**src/rtl/io_input_unit_pkg.sv**
```systemverilog
// rtl/io_input_unit_pkg.sv - shared types and helpers for the input front-end
package io_input_pkg;

  typedef enum logic [1:0] {
    IDLE         = 2'd0,
    WAIT_PRESS   = 2'd1,
    DONE         = 2'd2,
    WAIT_RELEASE = 2'd3
  } state_t;

  function automatic int clog2(input int value);
    int w;
    w = 0;
    for (int i = 0; i < 32; i++) begin
      if ((64'd1 << w) < 64'(value)) w = w + 1;
    end
    return w;
  endfunction

  // A one-cycle debounce still needs a 1-bit counter register.
  function automatic int cnt_width(input int cycles);
    return (clog2(cycles) < 1) ? 1 : clog2(cycles);
  endfunction

endpackage

```
**src/rtl/io_input_unit_if.sv**
```systemverilog
// rtl/io_input_unit_if.sv - CPU input-instruction handshake bundle
interface io_input_unit_if #(
  parameter int DATA_W = 16,
  parameter int OUT_W  = 32
);
  logic              req;
  logic              sign_ext;
  logic [DATA_W-1:0] switches;
  logic              stall;
  logic              valid;
  logic [OUT_W-1:0]  data_out;

  modport master (output req, sign_ext, switches, input stall, valid, data_out);
  modport slave  (input req, sign_ext, switches, output stall, valid, data_out);
endinterface

```
**src/rtl/io_input_unit_debounce_channel.sv**
```systemverilog
// rtl/io_input_unit_debounce_channel.sv - one button: synchroniser, debounce counter, press pulse
module debounce_channel
  import io_input_pkg::*;
#(
  parameter int DB_CYCLES = 50000
) (
  input  logic clock,
  input  logic n_reset,
  input  logic raw,
  output logic level,
  output logic press
);
  localparam int CNT_W = cnt_width(DB_CYCLES);

  logic             sync1;
  logic             sync2;
  logic             level_d;
  logic [CNT_W-1:0] cnt;

  always_ff @(posedge clock) begin
    if (!n_reset) begin
      sync1   <= 1'b0;
      sync2   <= 1'b0;
      level   <= 1'b0;
      level_d <= 1'b0;
      press   <= 1'b0;
      cnt     <= '0;
    end else begin
      sync1   <= ~raw;
      sync2   <= sync1;
      level_d <= level;
      press   <= level & ~level_d;
      if (sync2 != level) begin
        if (cnt == CNT_W'(DB_CYCLES - 1)) begin
          level <= ~level;
          cnt   <= '0;
        end else begin
          cnt <= cnt + 1'b1;
        end
      end else begin
        cnt <= '0;
      end
    end
  end

endmodule

```
**src/rtl/io_input_unit.sv**
```systemverilog
// rtl/io_input_unit.sv - debounced buttons plus the input-instruction stall/capture handshake
module io_input_unit
  import io_input_pkg::*;
#(
  parameter int DATA_W    = 16,
  parameter int OUT_W     = 32,
  parameter int N_BTN     = 2,
  parameter int DB_CYCLES = 50000
) (
  input  logic             clock,
  input  logic             n_reset,
  input  logic [N_BTN-1:0] btn_raw,
  output logic [N_BTN-1:0] btn_level,
  output logic [N_BTN-1:0] btn_press,
  io_input_unit_if.slave   bus
);
  state_t           state;
  logic             valid_q;
  logic [OUT_W-1:0] data_q;
  logic [OUT_W-1:0] ext;

  for (genvar i = 0; i < N_BTN; i++) begin : g_btn
    debounce_channel #(.DB_CYCLES(DB_CYCLES)) u_chan (
      .clock   (clock),
      .n_reset (n_reset),
      .raw     (btn_raw[i]),
      .level   (btn_level[i]),
      .press   (btn_press[i])
    );
  end

  // Upper-bit mask is empty when OUT_W == DATA_W, so no special case is needed.
  always_comb begin
    ext = OUT_W'(bus.switches);
    if (bus.sign_ext && bus.switches[DATA_W-1]) ext = ext | ~OUT_W'({DATA_W{1'b1}});
  end

  always_ff @(posedge clock) begin
    if (!n_reset) begin
      state   <= IDLE;
      valid_q <= 1'b0;
      data_q  <= '0;
    end else begin
      valid_q <= 1'b0;
      case (state)
        IDLE: if (bus.req) state <= WAIT_PRESS;
        WAIT_PRESS: begin
          if (!bus.req) begin
            state <= IDLE;
          end else if (btn_press[0]) begin
            data_q  <= ext;
            valid_q <= 1'b1;
            state   <= DONE;
          end
        end
        DONE: state <= btn_level[0] ? WAIT_RELEASE : IDLE;
        // A held enter button must be released before it can serve another request.
        WAIT_RELEASE: if (!btn_level[0]) state <= bus.req ? WAIT_PRESS : IDLE;
        default: state <= IDLE;
      endcase
    end
  end

  assign bus.stall    = bus.req & (state != DONE);
  assign bus.valid    = valid_q;
  assign bus.data_out = data_q;

endmodule

```
**src/flat_wrapper.sv**
```systemverilog
// flat-port wrapper written by rule: the top's interface ports become plain ports
module io_input_unit_flat import io_input_pkg::*;
#(
  parameter int DATA_W    = 16,
  parameter int OUT_W     = 32,
  parameter int N_BTN     = 2,
  parameter int DB_CYCLES = 50000
)
  (clock, n_reset, btn_raw, btn_level, btn_press, bus_req, bus_sign_ext, bus_switches, bus_stall, bus_valid, bus_data_out);
  io_input_unit_if #(.DATA_W(DATA_W), .OUT_W(OUT_W)) bus_i ();
  input  logic clock;
  input  logic n_reset;
  input  logic [N_BTN-1:0] btn_raw;
  output logic [N_BTN-1:0] btn_level;
  output logic [N_BTN-1:0] btn_press;
  input wire logic [$bits(bus_i.req)-1:0] bus_req;
  input wire logic [$bits(bus_i.sign_ext)-1:0] bus_sign_ext;
  input wire logic [$bits(bus_i.switches)-1:0] bus_switches;
  output wire logic [$bits(bus_i.stall)-1:0] bus_stall;
  output wire logic [$bits(bus_i.valid)-1:0] bus_valid;
  output wire logic [$bits(bus_i.data_out)-1:0] bus_data_out;
  assign bus_i.req = bus_req;
  assign bus_i.sign_ext = bus_sign_ext;
  assign bus_i.switches = bus_switches;
  assign bus_stall = bus_i.stall;
  assign bus_valid = bus_i.valid;
  assign bus_data_out = bus_i.data_out;
  io_input_unit #(.DATA_W(DATA_W), .OUT_W(OUT_W), .N_BTN(N_BTN), .DB_CYCLES(DB_CYCLES)) u_core (.clock(clock), .n_reset(n_reset), .btn_raw(btn_raw), .btn_level(btn_level), .btn_press(btn_press), .bus(bus_i));
endmodule
```
**config.mk**
```make
export PLATFORM = sky130hd
export DESIGN_NAME = io_input_unit_flat
export DESIGN_NICKNAME = d
export VERILOG_FILES = /design/src/rtl/io_input_unit_pkg.sv /design/src/rtl/io_input_unit_if.sv /design/src/rtl/io_input_unit_debounce_channel.sv /design/src/rtl/io_input_unit.sv /design/src/flat_wrapper.sv
export SDC_FILE = /design/constraint.sdc
export NUM_CORES = 1
export LEC_CHECK = 0
export CORE_ASPECT_RATIO = 0.5
export CORE_MARGIN = 2
export CORE_UTILIZATION = 49
export DETAILED_ROUTE_END_ITERATION = 8
export PLACE_DENSITY = 0.85
export SLEW_MARGIN = 20
export SYNTH_ARGS = -nofsm -noshare
export SYNTH_HDL_FRONTEND = slang
export SYNTH_SLANG_ARGS = --single-unit
```
**constraint.sdc**
```tcl
create_clock -name clock -period 2.26 [get_ports clock]
set_input_delay 0.226 -clock clock [delete_from_list [all_inputs] [get_ports clock]]
set_output_delay 0.226 -clock clock [all_outputs]
set_load 0.1 [all_outputs]
```
==> impl_metrics.csv, run 1 <==
group,metric,value,unit
global_route,grt_start_max_net_pins,24,
sta,fin_crit,1.93,ns
finish,final.fill_count,385,
sta,slew-limit-headroom,0.633,
placed_design,place_worst_setup_slack,0.341,ns
worst_setup_path,data_arrival_time_of_the_critical_path,2.12,ns
synth,synth.distinct_cells,32,
drt,via_count,2061,
clock_tree,holdBufCountCts,0,
clock_tree,tritoncts,"built",
placed_design,dp_hpwl,3610,um
finish,final_layout_size_suffix_gt1_frac,0.168,
sta,postLayoutSetupSlackWorst,0.332,ns
power_and_ir_drop,combinational_cell_fraction_of_total_power,0.036,
finish,mostFrequentLayoutCell,"dfxtp_1",
synth,synthArstFlopShare,0,
worst_setup_path,worstPathRequired,2.45,ns
finish,multiInputGateArea,0.00115,mm2
global_route,first_pass_grt_wire_length,8810,um
finish,nNetsFinal,361,
floorplan,floorplan.die.width,107,um
placed_design,portBuffers,59,
finish,seq_area,0.00124,mm2
flow_run,maxCapViolCount,0,
drt,drt_first_iter_violations,84,
power_and_ir_drop,internal_power,1.62,mW
finish,fin_cells,410,
floorplan,die_area,0.00598,mm2
synth,synth.cell_area,0.00262,mm2
synth,postSynthNetCount,315,
placed_design,finalWeightedCongestion,0.810,
clock_tree,root_driver,"clkbuf_8",
worst_setup_path,timing.setup.critical_path_class,"reg -> reg",
sta,clock.fmax,0.519,GHz
drt,wl_met2,2700,um
global_route,grt.total_usage,0.187,
power_and_ir_drop,power.clock.fraction,0.419,
clock_tree,h-tree-depth,3,
drt,detail_route.drc_violations,0,
synth,ys_dominant_reg_cell,"dfxtp_1",
sta,worst_clock_skew,0.00536,ns
outcome,run_status,"complete, no violations",
clock_tree,clk_transition_reported_paths,0.06,ns
clock_tree,tritoncts.num_buffers,9,
clock_tree,clkSinkCount,62,
power_and_ir_drop,power.net_switching,403,uW
drt,drt_wl_total,5150,um
sta,timing_max_transition_violations_final,0,
finish,n_diodes,0,
sta,grt_setup_unrepaired,"false",
sta,holdWs,0.387,ns
drt,met3_length,201,um
sta,final_cycle_utilization_of_the_critical_path,0.853,
worst_setup_path,setup.worst_path.end_class,"flip-flop",
power_and_ir_drop,leakage,1.12,nW
drt,viasPerCell,5.03,
synth,synth_seq_area_share,0.474,
drt,dr.pass1.iters,4,
finish,layout.cell_area.non_filler,0.00322,mm2
drt,route.layer.met1.wl,2190,um
synth,ys_seq_elements,62,
sta,report.final.hold_viol_count,0,
placed_design,placed_cells,396,
synth,synth_edf_count,0,
power_and_ir_drop,fraction_of_power_spent_switching_nets,0.200,
clock_tree,postCtsSetupBuffers,0,
drt,top_signal_layer_used,"met4",
sta,worstMarginPinSlew,0.550,ns
synth,synthesis.yosys.warnings,0,
drt,wire_per_inst,12.6,um
min_path,worst_min_path_class,"reg -> reg",
worst_setup_path,startpoint_type,"flip-flop",
drt,count_of_nets_left_with_antenna_violations_after_detail_routing,0,
clock_tree,clk_path_buf_depth,2,
global_route,grt_antenna_before_repair,0,
finish,highest_count_cells_in_the_layout_ignoring_fill_and_taps,"dfxtp_1, nand2_1, buf_4, nor2_1, xnor2_1",
sta,finalSetupViolCount,0,
power_and_ir_drop,seq_pwr_share,0.545,
clock_tree,ctsResizeCount,0,
clock_tree,clock_latency,0.33,ns
floorplan,die_height,55.7,um
placed_design,dpl-instance-area,0.00304,mm2
finish,layout-area-overhead-vs-synth,22.9,%
floorplan,placeableCoreArea,0.00502,mm2
floorplan,num_rows,18,
global_route,first_global_vias,2022,
power_and_ir_drop,totalPowerFinal,2.02,mW
finish,finalCoreUtilization,0.640,
worst_setup_path,worstPathMaxFanout,15,
synth,avgSynthCellArea,8.99,um2
synth,syn_inst,291,
sta,setup_tns,0,ns
power_and_ir_drop,power.density,628,mW/mm2
floorplan,floorplan.initialDensity,0.521,
floorplan,boundaryPins,60,
power_and_ir_drop,worst_ir_drop_vdd,0.242,mV
global_route,grt_overflow_total,0,
[flip-flops by register name, indices dropped and copies added, names as in the netlist]
register,cells
u_core.g_btn.u_chan.cnt,32
u_core.bus.data_out,17
u_core.g_btn.u_chan.level,2
u_core.g_btn.u_chan.level_d,2
u_core.g_btn.u_chan.press,2
u_core.g_btn.u_chan.sync1,2
u_core.g_btn.u_chan.sync2,2
u_core.state,2
u_core.bus.valid,1
[cells by family (layout without fill, tap and decap cells)]
logic type,Yosys count,after routing,share of synthesized area
AND/OR/NAND/NOR,138,138,0.263
adder cells (fa/ha/maj),2,2,0.00956
XOR/XNOR,30,30,0.100
AO/OA/AOI/OAI,21,21,0.0583
multiplexers,2,2,0.00765
flip-flops,62,62,0.474
buffers and inverters,36,85,0.0866
[layer usage]
layer  vias up  GRT usage
met5         -          0
met4         0     0.0659
met3         6     0.0726
met2        29      0.346
met1       986      0.193
li1       1040          -
[worst max-delay path, cell delays in order, from the launching register on]
cell,delay (ns)
dfxtp_1,0.37
ha_1,0.22
nand4_1,0.26
nor4_4,0.38
or2_1,0.45
nor2_1,0.12
[power groups by stage]
stage	registers, mW	logic (mW)	clock network (mW)
floorplan	1.12	0.0287	0
global placement	1.12	0.0713	0
detailed placement	1.13	0.0726	0
CTS	1.10	0.0733	0.870
global route	1.10	0.0785	0.918
finish	1.10	0.0725	0.847
[synth_stat cells (all sizes together), types with 2 or more instances]
library cell | count | area [um2]
a21boi | 19 | 143
and2 | 5 | 31.3
buf | 22 | 174
clkbuf | 5 | 18.8
dfxtp | 62 | 1240
ha | 2 | 25.0
inv | 9 | 33.8
mux2i | 2 | 20.0
nand2 | 42 | 158
nand3 | 12 | 60.1
nand4 | 7 | 43.8
nand4b | 2 | 17.5
nor2 | 37 | 139
nor2b | 6 | 37.5
nor3 | 8 | 40.0
nor4 | 10 | 77.6
nor4bb | 2 | 20.0
xnor2 | 25 | 219
xor2 | 5 | 43.8
[final timing paths]
kind	cells past startpoint	from	slack (ns)	endpoint
max	5	u_core.g_btn[0].u_chan.cnt[0]	0.33	u_core.g_btn[0].u_chan.cnt[12]
min	1	u_core.g_btn[1].u_chan.level_d	0.39	u_core.g_btn[1].u_chan.press
max reg2reg	5	u_core.g_btn[0].u_chan.cnt[0]	0.33	u_core.g_btn[0].u_chan.cnt[12]
min reg2reg	1	u_core.g_btn[1].u_chan.level_d	0.39	u_core.g_btn[1].u_chan.press
[cell type report]
cell class                 instances  area share
clock buffer                      13      0.0525
clock inverter                     1     0.00156
inverter                           9      0.0105
multi-input combinational        193       0.357
sequential                        62       0.386
tap                               70      0.0272
timing repair buffer              62       0.165
Note: power is estimated with default switching activity, not from simulation.
==> inputs of run 2 (changes only) <==
--- a/config.mk
+++ b/config.mk
@@ -5,6 +5,7 @@
 export SDC_FILE = /design/constraint.sdc
 export NUM_CORES = 1
 export LEC_CHECK = 0
+export ABC_CLOCK_PERIOD_IN_PS = 2260
 export CORE_ASPECT_RATIO = 0.5
 export CORE_MARGIN = 2
 export CORE_UTILIZATION = 49
==> results of run 2 <==
Final layout, timing and power as in run 1 (identical DEF).
==> inputs of run 3 (changes only) <==
--- a/config.mk
+++ b/config.mk
@@ -6,9 +6,11 @@
 export NUM_CORES = 1
 export LEC_CHECK = 0
 export ABC_CLOCK_PERIOD_IN_PS = 2260
+export CELL_PAD_IN_SITES_DETAIL_PLACEMENT = 0
+export CELL_PAD_IN_SITES_GLOBAL_PLACEMENT = 2
 export CORE_ASPECT_RATIO = 0.5
 export CORE_MARGIN = 2
-export CORE_UTILIZATION = 49
+export CORE_UTILIZATION = 29
 export DETAILED_ROUTE_END_ITERATION = 8
 export PLACE_DENSITY = 0.85
 export SLEW_MARGIN = 20
==> impl_metrics.csv, run 3 (synthesized netlist as in run 1, its figures left out) <==
group,metric,value,unit
sta,report.final.hold_viol_count,0,
worst_setup_path,startpoint_type,"flip-flop",
min_path,worst_min_path_class,"reg -> reg",
global_route,grt.total_usage,0.113,
drt,drt_wl_total,5170,um
floorplan,floorplan.die.width,138,um
global_route,first_pass_grt_wire_length,8760,um
clock_tree,h-tree-depth,3,
worst_setup_path,data_arrival_time_of_the_critical_path,2.18,ns
floorplan,die_area,0.00984,mm2
clock_tree,clock_latency,0.32,ns
finish,highest_count_cells_in_the_layout_ignoring_fill_and_taps,"dfxtp_1, nand2_1, buf_4, nor2_1, xnor2_1",
floorplan,num_rows,24,
sta,setup_tns,0,ns
placed_design,dpl-instance-area,0.00311,mm2
clock_tree,clk_transition_reported_paths,0.05,ns
power_and_ir_drop,leakage,1.20,nW
placed_design,placed_cells,444,
finish,largest_reg_by_ff_count,"u_core.g_btn.u_chan.cnt",
sta,final_cycle_utilization_of_the_critical_path,0.881,
sta,worstMarginPinSlew,0.595,ns
floorplan,placeableCoreArea,0.00874,mm2
power_and_ir_drop,worst_ir_drop_vdd,0.357,mV
sta,worst_clock_skew,0.00655,ns
finish,largest_register_ffs,32,
drt,drt_first_iter_violations,133,
finish,n_diodes,0,
drt,wire_per_inst,11.2,um
placed_design,finalWeightedCongestion,0.826,
finish,finalCoreUtilization,0.394,
drt,dr.pass1.iters,4,
clock_tree,tritoncts,"built",
clock_tree,root_driver,"clkbuf_16",
global_route,grt_start_max_net_pins,24,
drt,viasPerCell,4.30,
clock_tree,tritoncts.num_buffers,9,
drt,count_of_nets_left_with_antenna_violations_after_detail_routing,0,
sta,holdWs,0.383,ns
floorplan,boundaryPins,60,
clock_tree,clk_path_buf_depth,2,
worst_setup_path,timing.setup.critical_path_class,"reg -> reg",
sta,clock.fmax,0.502,GHz
floorplan,floorplan.initialDensity,0.299,
clock_tree,postCtsSetupBuffers,0,
finish,layout-area-overhead-vs-synth,31.6,%
power_and_ir_drop,power.density,777,mW/mm2
sta,timing_max_transition_violations_final,0,
finish,layout.cell_area.non_filler,0.00344,mm2
global_route,grt_antenna_before_repair,0,
clock_tree,clkSinkCount,62,
clock_tree,ctsResizeCount,0,
sta,slew-limit-headroom,0.602,
floorplan,die_height,71.2,um
drt,detail_route.drc_violations,0,
sta,fin_crit,1.99,ns
sta,grt_setup_unrepaired,"false",
clock_tree,holdBufCountCts,0,
placed_design,portBuffers,59,
drt,via_count,1980,
worst_setup_path,worstPathRequired,2.45,ns
finish,fin_cells,460,
finish,mostFrequentLayoutCell,"dfxtp_1",
finish,final_layout_size_suffix_gt1_frac,0.175,
worst_setup_path,worstPathMaxFanout,15,
outcome,run_status,"complete, no violations",
placed_design,dp_hpwl,3720,um
global_route,first_global_vias,1937,
finish,nNetsFinal,362,
global_route,grt_overflow_total,0,
worst_setup_path,setup.worst_path.end_class,"flip-flop",
flow_run,maxCapViolCount,0,
sta,finalSetupViolCount,0,
-- run 3: metrics by stage --
stage	power, mW	worst slack [ns]
finish	2.67	0.269
global route	2.77	0.0581
CTS	2.72	0.252
detailed placement	1.20	0.271
global placement	1.20	0.367
floorplan	1.15	0.0553
-- run 3: critical path, cell delays in order (launching register included) --
cell	delay [ns]
dfxtp_1	0.37
ha_1	0.22
nand4_1	0.27
nor4_4	0.40
or2_1	0.48
nor2_1	0.11
-- run 3: metal layers --
metal / global-route usage / routed length, um
met1: 0.121 / 2280
met2: 0.195 / 2610
met3: 0.0494 / 190
met4: 0.0544 / 94
met5: 0 / 0
-- run 3: worst paths after layout --
path	slack [ns]	cells past startpoint	from	end
worst max-delay path	0.27	5	u_core.g_btn[0].u_chan.cnt[0]	u_core.g_btn[0].u_chan.cnt[12]
worst min-delay path	0.38	1	u_core.g_btn[1].u_chan.level_d	u_core.g_btn[1].u_chan.press
worst max register to register	0.27	5	u_core.g_btn[0].u_chan.cnt[0]	u_core.g_btn[0].u_chan.cnt[12]
worst min register to register	0.38	1	u_core.g_btn[1].u_chan.level_d	u_core.g_btn[1].u_chan.press
-- run 3: where the power goes --
group	switching [mW]	internal [mW]	total, mW
Sequential	0.00279	1.10	1.10
Combinational	0.0274	0.0451	0.0725
Clock	0.447	1.05	1.50
Total	0.478	2.20	2.67
-- run 3: area by class of cell --
type	instances	area (um2)
Sequential cell	62	1240
Fill cell	871	5300
Timing Repair Buffer	63	538
Clock inverter	3	65.1
Multi-Input combinational cell	193	1150
Inverter	9	33.8
Tap cell	117	146
Clock buffer	13	270
